--- src/rtl/bias_relu_quant.sv ---
// Post-processing stage ahead of max-pool: psum + per-channel bias, rounding
// arithmetic right shift, optional ReLU and int8 saturation. Reads config,
// bias and psum SRAMs and writes one int8 activation per output word.
module bias_relu_quant #(
  parameter int ADDR_W = 32,
  parameter int DATA_W = 32
) (
  input  logic              clk,
  input  logic              rst,
  input  logic              start,
  output logic              finish,
  output logic              param_cs,
  output logic [ADDR_W-1:0] param_addr,
  input  logic [DATA_W-1:0] param_rdata,
  output logic              bias_cs,
  output logic [ADDR_W-1:0] bias_addr,
  input  logic [DATA_W-1:0] bias_rdata,
  output logic              psum_cs,
  output logic [ADDR_W-1:0] psum_addr,
  input  logic [DATA_W-1:0] psum_rdata,
  output logic              out_cs,
  output logic              out_we,
  output logic [ADDR_W-1:0] out_addr,
  output logic [DATA_W-1:0] out_wdata
);

  localparam logic [2:0] S_IDLE       = 3'd0;
  localparam logic [2:0] S_LOAD_PARAM = 3'd1;
  localparam logic [2:0] S_LOAD_BIAS  = 3'd2;
  localparam logic [2:0] S_PROCESS    = 3'd3;
  localparam logic [2:0] S_DRAIN      = 3'd4;
  localparam logic [2:0] S_DONE       = 3'd5;

  // Two guard bits: one for the psum+bias carry, one for the rounding add.
  localparam int SW = DATA_W + 2;
  localparam logic signed [SW-1:0] SAT_HI = SW'(127);
  localparam logic signed [SW-1:0] SAT_LO = -SW'(128);

  logic [2:0]        state_reg;
  logic [2:0]        phase_cnt_reg;
  logic [15:0]       pix_cnt_reg;
  logic [9:0]        ch_reg;
  logic [ADDR_W-1:0] lin_addr_reg;
  logic [15:0]       num_pixel_reg;
  logic [9:0]        num_channel_reg;
  logic [4:0]        shift_reg;
  logic              relu_en_reg;
  logic [DATA_W-1:0] bias_reg;
  logic              rd_valid_reg;
  logic [ADDR_W-1:0] rd_addr_reg;

  logic signed [SW-1:0] sum_c;
  logic signed [SW-1:0] rnd_c;
  logic signed [SW-1:0] shf_c;
  logic [7:0]           q_c;

  // Only the low bits of each config word carry meaning.
  logic unused_param_bits;
  assign unused_param_bits = ^param_rdata[DATA_W-1:16];

  // Datapath: bias add, round-half-up shift, ReLU, saturate to int8.
  always_comb begin
    sum_c = SW'($signed(psum_rdata)) + SW'($signed(bias_reg));
    rnd_c = sum_c;
    if (shift_reg != 5'd0) begin
      rnd_c = sum_c + (SW'(1) <<< (shift_reg - 5'd1));
    end
    shf_c = rnd_c >>> shift_reg;
    if (relu_en_reg && shf_c[SW-1]) begin
      shf_c = '0;
    end
    if (shf_c > SAT_HI) begin
      q_c = 8'h7F;
    end else if (shf_c < SAT_LO) begin
      q_c = 8'h80;
    end else begin
      q_c = shf_c[7:0];
    end
  end

  // Read-data stage and write stage: a result lands 2 cycles after its read.
  always_ff @(posedge clk) begin
    if (rst) begin
      rd_valid_reg <= 1'b0;
      rd_addr_reg  <= '0;
      out_cs       <= 1'b0;
      out_we       <= 1'b0;
      out_addr     <= '0;
      out_wdata    <= '0;
    end else begin
      rd_valid_reg <= psum_cs;
      rd_addr_reg  <= psum_addr;
      out_cs       <= rd_valid_reg;
      out_we       <= rd_valid_reg;
      if (rd_valid_reg) begin
        out_addr  <= rd_addr_reg;
        out_wdata <= {{(DATA_W-8){1'b0}}, q_c};
      end
    end
  end

  // Control FSM: config load, per-channel bias load, pixel issue and drain.
  always_ff @(posedge clk) begin
    if (rst) begin
      state_reg       <= S_IDLE;
      phase_cnt_reg   <= '0;
      pix_cnt_reg     <= '0;
      ch_reg          <= '0;
      lin_addr_reg    <= '0;
      num_pixel_reg   <= '0;
      num_channel_reg <= '0;
      shift_reg       <= '0;
      relu_en_reg     <= 1'b0;
      bias_reg        <= '0;
      finish          <= 1'b0;
      param_cs        <= 1'b0;
      param_addr      <= '0;
      bias_cs         <= 1'b0;
      bias_addr       <= '0;
      psum_cs         <= 1'b0;
      psum_addr       <= '0;
    end else begin
      case (state_reg)
        S_IDLE: begin
          if (start) begin
            state_reg     <= S_LOAD_PARAM;
            phase_cnt_reg <= '0;
            ch_reg        <= '0;
            lin_addr_reg  <= '0;
            param_cs      <= 1'b1;
            param_addr    <= '0;
          end
        end

        S_LOAD_PARAM: begin
          phase_cnt_reg <= phase_cnt_reg + 3'd1;
          if (phase_cnt_reg < 3'd3) begin
            param_addr <= {{(ADDR_W-3){1'b0}}, phase_cnt_reg + 3'd1};
          end else begin
            param_cs <= 1'b0;
          end
          case (phase_cnt_reg)
            3'd1:    num_pixel_reg   <= param_rdata[15:0];
            3'd2:    num_channel_reg <= param_rdata[9:0];
            3'd3:    shift_reg       <= param_rdata[4:0];
            3'd4:    relu_en_reg     <= param_rdata[0];
            default: ;
          endcase
          if (phase_cnt_reg == 3'd4) begin
            if (num_pixel_reg == 16'd0 || num_channel_reg == 10'd0) begin
              state_reg <= S_DONE;
              finish    <= 1'b1;
            end else begin
              state_reg     <= S_LOAD_BIAS;
              phase_cnt_reg <= '0;
              bias_cs       <= 1'b1;
              bias_addr     <= '0;
            end
          end
        end

        S_LOAD_BIAS: begin
          phase_cnt_reg <= phase_cnt_reg + 3'd1;
          if (phase_cnt_reg == 3'd0) begin
            bias_cs <= 1'b0;
          end else begin
            bias_reg     <= bias_rdata;
            state_reg    <= S_PROCESS;
            pix_cnt_reg  <= '0;
            psum_cs      <= 1'b1;
            psum_addr    <= lin_addr_reg;
            lin_addr_reg <= lin_addr_reg + ADDR_W'(1);
          end
        end

        S_PROCESS: begin
          if (pix_cnt_reg == num_pixel_reg - 16'd1) begin
            psum_cs       <= 1'b0;
            state_reg     <= S_DRAIN;
            phase_cnt_reg <= '0;
          end else begin
            pix_cnt_reg  <= pix_cnt_reg + 16'd1;
            psum_addr    <= lin_addr_reg;
            lin_addr_reg <= lin_addr_reg + ADDR_W'(1);
          end
        end

        S_DRAIN: begin
          phase_cnt_reg <= phase_cnt_reg + 3'd1;
          if (phase_cnt_reg == 3'd1) begin
            if (ch_reg == num_channel_reg - 10'd1) begin
              state_reg <= S_DONE;
              finish    <= 1'b1;
            end else begin
              ch_reg        <= ch_reg + 10'd1;
              state_reg     <= S_LOAD_BIAS;
              phase_cnt_reg <= '0;
              bias_cs       <= 1'b1;
              bias_addr     <= {{(ADDR_W-10){1'b0}}, ch_reg + 10'd1};
            end
          end
        end

        S_DONE: begin
          if (!start) begin
            state_reg <= S_IDLE;
            finish    <= 1'b0;
          end
        end

        default: begin
          state_reg <= S_IDLE;
          finish    <= 1'b0;
        end
      endcase
    end
  end

endmodule

--- config.mk ---
export PLATFORM = sky130hd
export DESIGN_NAME = bias_relu_quant
export DESIGN_NICKNAME = d
export VERILOG_FILES = /design/src/rtl/bias_relu_quant.sv
export SDC_FILE = /design/constraint.sdc
export NUM_CORES = 1
export LEC_CHECK = 0
export CORE_MARGIN = 5
export CORE_UTILIZATION = 40
export CTS_CLUSTER_SIZE = 8
export DETAILED_ROUTE_END_ITERATION = 10
export SETUP_SLACK_MARGIN = 0.4
export SYNTH_ARGS = -nofsm -noshare
export SYNTH_HDL_FRONTEND = slang
export SYNTH_SLANG_ARGS = --single-unit
--- constraint.sdc ---
create_clock -name clk -period 16.9 [get_ports clk]
set_clock_uncertainty 0.15 [all_clocks]
set_input_delay 3.38 -clock clk [delete_from_list [all_inputs] [get_ports clk]]
set_output_delay 3.38 -clock clk [all_outputs]
set_load 0.02 [all_outputs]
==> results of run 1 <==
-- worst reg2reg max path, cell delays in order, from the launching register on --
cell	delay, ps
dfxtp_1	470
ha_1	310
a211oi_1	380
o211ai_1	210
a211oi_1	520
o31ai_2	170
xor2_1	420
ha_1	470
a21oi_2	330
o21ai_1	170
a221oi_4	510
a211oi_1	190
nor3_1	580
nor3_1	120
a211oi_2	510
o32ai_1	200
nor4_1	350
nand4_1	170
o41ai_2	350
nand4_1	160
o21ai_2	340
o32ai_1	150
-- cell usage after synthesis (31+ instances only) --
cell	n
nand2_1	305
nor2_1	300
dfxtp_1	251
a21oi_1	218
mux2i_1	92
buf_4	90
clkbuf_1	87
o21ai_0	83
ha_1	74
nor3_1	67
nand3_1	65
xnor2_1	62
xor2_1	61
inv_1	47
nor2b_1	45
buf_2	40
nand4_1	38
a211oi_1	37
and3_1	31
-- report_power, final --
part	internal, W	switching [W]
Sequential	0.000620	0.0000387
Clock	0.000398	0.000257
Combinational	0.000272	0.000498
Total	0.00129	0.000794
-- cell usage in the layout (no fill, tap or decap), types with 47 or more instances in the layout --
cell type,instances
conb_1,75
nor2_1,300
inv_1,47
clkdlybuf4s50_1,172
mux2i_1,92
nand3_1,65
nor3_1,67
o21ai_0,83
dfxtp_1,249
xor2_1,61
nand2_1,305
ha_1,74
xnor2_1,62
a21oi_1,218
-- metal layers --
layer | vias up | global-route usage, %
met1 | 8738 | 30.6
met3 | 131 | 3.54
met5 | - | 0
li1 | 8975 | -
met2 | 741 | 37.5
met4 | 2 | 7.09
-- area by class of cell --
class | count | area share, %
multi-input cells | 2034 | 59.2
flip-flops and latches | 251 | 23.1
repair buffers | 193 | 8.67
clock buffers | 40 | 4.41
well taps | 615 | 3.54
inverters | 48 | 0.829
clock inverters | 3 | 0.190
diodes | 2 | 0.0230
-- cells by family (layout without fill, tap and decap cells) --
family	after synthesis	count (layout)	share of synthesized area, %
AO/OA/AOI/OAI	660	660	24.3
XOR/XNOR	125	125	5.89
adder cells (fa/ha/maj)	76	76	5.07
buffers and inverters	276	284	7.56
flip-flops	251	251	26.4
multiplexers	108	108	6.08
other	1	77	0.0197
AND/OR/NAND/NOR	990	990	24.7
-- how the worst max path moves through the flow --
stage,start,end
2_1_floorplan,psum_rdata[0],out_wdata[6]$_SDFFE_PP0P_
3_3_place_gp,psum_rdata[12],out_wdata[0]$_SDFFE_PP0P_
3_5_place_dp,psum_rdata[12],out_wdata[5]$_SDFFE_PP0P_
4_1_cts,psum_rdata[12],out_wdata[5]$_SDFFE_PP0P_
5_1_grt,psum_rdata[12],out_wdata[4]$_SDFFE_PP0P_
6_report,psum_rdata[0],out_wdata[5]$_SDFFE_PP0P_
-- metrics by stage --
step           total power, W  area, um^2
6_report              0.00209       21700
3_5_place_dp          0.00142       20700
2_1_floorplan         0.00123       19300
3_3_place_gp          0.00141       20700
4_1_cts               0.00209       21700
5_1_grt               0.00221       21700
==> results.cfg, run 1 <==
[power_and_ir_drop]
p_leak_nw = 8.00
p_per_area_mw_per_mm2 = 96.0
max-vdd-ir-drop_mv = 0.0676

[drt]
wl_met2_um = 28900
wl_met1_um = 27100
vias = 18600
drc = 0
first_pass_iters = 6
post_drt_wl_per_cell_um = 19.7
drtIter0Drc = 1690
vias_per_cell = 5.83
wl_um = 62600
antenna_left = 0
top_layer = met5
routed-wl-met3_um = 4670

[sta]
min_period_over_period_pct = 61.0
relSlewSlack_pct = 26.9
fin_ws_ps = 6590
slew_violations = 0
setup_viol_count_final = 0
hold_viol_final = 0
fmax_ghz = 0.0970
rsz0062_at_grt = false
min_period_ps = 10310
finalSetupTns_ps = 0
tightest_slew_ps = 1090
holdWs_ps = 307

[layout]
area.sequential_mm2 = 0.00503
multi_input_area_mm2 = 0.0129
area_growth_pct = 14.1
fillCellCount = 4759
nets = 2740
drive_above_1_share_pct = 6.62
finalNonFillerCells = 3186
final_util_pct = 45.8

[critical_path]
end_kind = flop
worstReg2RegEnd = out_wdata[5]$_SDFFE_PP0P_
cp.depth = 24
cp_max_fo = 10
cp_slowest_cell = a221oi_4
r2r_slack_ps = 9510
rr_worst_depth = 21
start_kind = primary input
max_stage_delay_ps = 600
path_buf_inv = 1
criticalPathCategory = in2reg
required_ps = 17110
crit_arrival_ps = 10530
path_delay_family = compound AO/OA/AOI/OAI gates
worstReg2RegStart = bias_reg[1]$_SDFFE_PP0P_
path_cells = clkdlybuf4s50_1, ha_1, fa_1, a211oi_1, o21ai_1, a22oi_2, and2_1, o21ai_0, xor2_1, ha_1, nand2_1, nor2_1, a221oi_4, a211oi_1, nor3_1, nor3_1, a211oi_2, o32ai_1, nor4_1, nand4_1, o41ai_2, nand4_1, o21ai_2, o32ai_1

[grt]
grt_pass1_wl_um = 98200
antenna_found_initial = 3
globalRouteTotalUtil_pct = 22.7
grt_pass1_vias = 17400
overflow = 0
grt_max_degree = 86

[clock_tree]
cts_buffer_depth = 3
cts_root_buf = clkbuf_16
clk_latency_ps = 540
cts_tree = built
ctsResizeCount = 0
path_clk_slew_ps = 50
post-cts-setup-buffer-count = 0
ctsHtreeMaxLevel = 2
ctsHoldBuffers = 0
cts_buffers = 37
cts.sinks = 251

[die]
die_w_um = 228
die_area_mm2 = 0.0521
core-area_mm2 = 0.0474
row_count = 80
die-height_um = 228
start_util_pct = 40.1
num_io_pins = 265

[synthesis]
syn_area_mm2 = 0.0190
postSynthCellCount = 2487
synth_edf_count = 0
yosysUniqueCellTypes = 118
synth_area_leaders = dfxtp_1 (26%), nand2_1 (6.0%), nor2_1 (5.9%), a21oi_1 (5.7%), ha_1 (4.9%)
synth_ff_type = dfxtp_1
ys_seq_area_share_pct = 26.4
synth_top_area_share_pct = 26.4
synth_warnings = 0
async_flop_share_pct = 0
synth_seq_cells = 251
syn-mean-instance-area_um2 = 7.66
synth_top_area_cell = dfxtp_1

[place]
placed_cells = 3141
dp_slack_ps = 6310
dpl.hpwl_um = 47600
gp_congestion = 0.967
portBuffers = 173

[status]
status = completed

[hold_path]
hold_path.class = reg2reg
holdCritStartpoint = bias_reg[26]$_SDFFE_PP0P_
whs_path_depth = 2
min_to = bias_reg[26]$_SDFFE_PP0P_

[flow_run]
maxCapViolCount = 0
(Power assumes the default switching activity.)
==> run 2: changes to the inputs <==
==> constraint.sdc (replaced) <==
create_clock -name clk -period 8.7 [get_ports clk]
set_clock_uncertainty 0.15 [all_clocks]
set_input_delay 1.74 -clock clk [delete_from_list [all_inputs] [get_ports clk]]
set_output_delay 1.74 -clock clk [all_outputs]
set_load 0.02 [all_outputs]
==> results.cfg, run 2 (synthesis results as in run 1) <==
[grt]
met3_usage_pct = 3.83
met2_usage_pct = 39.8
overflow = 0
antenna_found_initial = 2
grt_pass1_vias = 18000
globalRouteTotalUtil_pct = 24.1
grt_max_degree = 76
top_usage_layer = met2
grt_pass1_wl_um = 103000
grt_util_met1_pct = 33.0

[clock_tree]
clk_latency_ps = 520
cts_buffer_depth = 3
ctsHoldBuffers = 0
cts.sinks = 251
cts_root_buf = clkbuf_16
path_clk_slew_ps = 50
ctsHtreeMaxLevel = 2
cts_tree = built
cts_buffers = 37

[power_and_ir_drop]
p_clk_share_pct = 30.8
p_switching_w = 0.00158
p_leak_nw = 8.44
swShare_pct = 38.0
seqPwrFrac_pct = 30.9
p_comb_share_pct = 38.3
max-vdd-ir-drop_mv = 0.139
p_per_area_mw_per_mm2 = 185
p_int_w = 0.00257

[die]
die-height_um = 228
die_w_um = 228
num_io_pins = 265
row_count = 80
start_util_pct = 40.1
die_area_mm2 = 0.0521
core-area_mm2 = 0.0474

[layout]
area_growth_pct = 18.1
drive_above_1_share_pct = 10.1
nets = 2823
area.sequential_mm2 = 0.00503
final_common_cell = nand2_1
final_cell_mix = nand2_1 (305), nor2_1 (300), dfxtp_1 (249), a21oi_1 (217), clkdlybuf4s50_1 (172)
final_util_pct = 47.4
multi_input_area_mm2 = 0.0130
fillCellCount = 4740

[critical_path]
rr_worst_depth = 20
end_kind = flop
cp_max_fo = 7
worstReg2RegEnd = out_wdata[0]$_SDFFE_PP0P_
crit_arrival_ps = 8330
worstReg2RegStart = shift_reg[0]$_SDFFE_PP0P_
required_ps = 8920
start_kind = primary input
r2r_slack_ps = 1860
criticalPathCategory = in2reg

[sta]
finalSetupTns_ps = 0
slew_violations = 0
min_period_ps = 8100
tightest_slew_ps = 1150
min_period_over_period_pct = 93.1
relSlewSlack_pct = 23.0
hold_viol_final = 0
rsz0062_at_grt = false
fmax_ghz = 0.123
setup_viol_count_final = 0

[place]
gp_congestion = 0.964
dpl.hpwl_um = 51100
portBuffers = 173

[hold_path]
min_to = bias_addr[1]$_SDFFE_PP0P_
hold_path.class = reg2reg
whs_path_depth = 2
holdCritStartpoint = bias_addr[1]$_SDFFE_PP0P_

[drt]
wl_um = 66300
vias = 19000
vias_per_cell = 5.82
post_drt_wl_per_cell_um = 20.3
drc = 0
first_pass_iters = 5
drtIter0Drc = 1597
antenna_left = 0

[status]
status = completed

[flow_run]
maxCapViolCount = 0
==> run 2: through the flow <==
step | worst slack (ps) | cell area, um^2 | std cells | power, W | hold WS, ps
floorplan | 1400 | 19300 | 2561 | 0.00240 | 290
global placement | 104 | 21300 | 3221 | 0.00282 | 299
detailed placement | 130 | 21300 | 3221 | 0.00284 | 300
CTS | 640 | 22300 | 3263 | 0.00414 | 308
global route | 428 | 22500 | 3266 | 0.00437 | 327
finish | 599 | 22500 | 3267 | 0.00415 | 302
==> run 2: critical path: stages <==
cell             delay [ps]
clkdlybuf4s50_1         410
ha_1                    240
fa_1                    450
a211oi_2                240
o21ai_1                 130
a22oi_2                 230
and2_1                  240
o21ai_0                 140
xor2_1                  340
ha_1                    370
nand2_1                 220
nor2_1                  120
a221oi_4                320
buf_12                  170
inv_1                    40
a2111oi_0               770
a2111oi_2               140
a22oi_1                 200
o21ai_0                 230
a221oi_1                440
nand4_1                 200
o41ai_2                 370
nand4_1                 200
o21ai_4                 260
o32ai_1                 120
==> run 2: metal layers <==
layer | vias up | part of all wire, %
met5 | - | 0.020
met1 | 9094 | 44
li1 | 9138 | -
met3 | 101 | 6.8
met2 | 669 | 46
met4 | 2 | 2.4
==> run 2: power by group through the flow <==
stage / clock network (W) / logic, W / registers (W)
finish: 0.00128 / 0.00159 / 0.00128
global route: 0.00136 / 0.00172 / 0.00129
CTS: 0.00131 / 0.00155 / 0.00128
detailed placement: 0 / 0.00154 / 0.00130
global placement: 0 / 0.00152 / 0.00130
floorplan: 0 / 0.00112 / 0.00128
==> run 2: area by class of cell <==
type | count | area share [%]
Clock inverter | 3 | 0.195
Sequential cell | 251 | 22.4
Inverter | 48 | 0.802
Clock buffer | 39 | 4.29
Timing Repair Buffer | 276 | 11.2
Tap cell | 615 | 3.42
Antenna cell | 1 | 0.0111
Multi-Input combinational cell | 2034 | 57.7
==> run 2: worst max path at each step <==
stage	start	end	slack, ps
floorplan	psum_rdata[0]	out_wdata[6]$_SDFFE_PP0P_	1400
global placement	psum_rdata[0]	out_wdata[2]$_SDFFE_PP0P_	100
detailed placement	psum_rdata[0]	out_wdata[1]$_SDFFE_PP0P_	130
CTS	psum_rdata[0]	out_wdata[4]$_SDFFE_PP0P_	640
global route	psum_rdata[1]	out_wdata[0]$_SDFFE_PP0P_	430
finish	psum_rdata[0]	out_wdata[0]$_SDFFE_PP0P_	600
==> run 2: timing repair <==
| action | in CTS | in global routing |
|---|---|---|
| setup buffers | 0 | 3 |
| setup endpoints to repair | 0 | 7 |
| gates resized for setup | 0 | 22 |
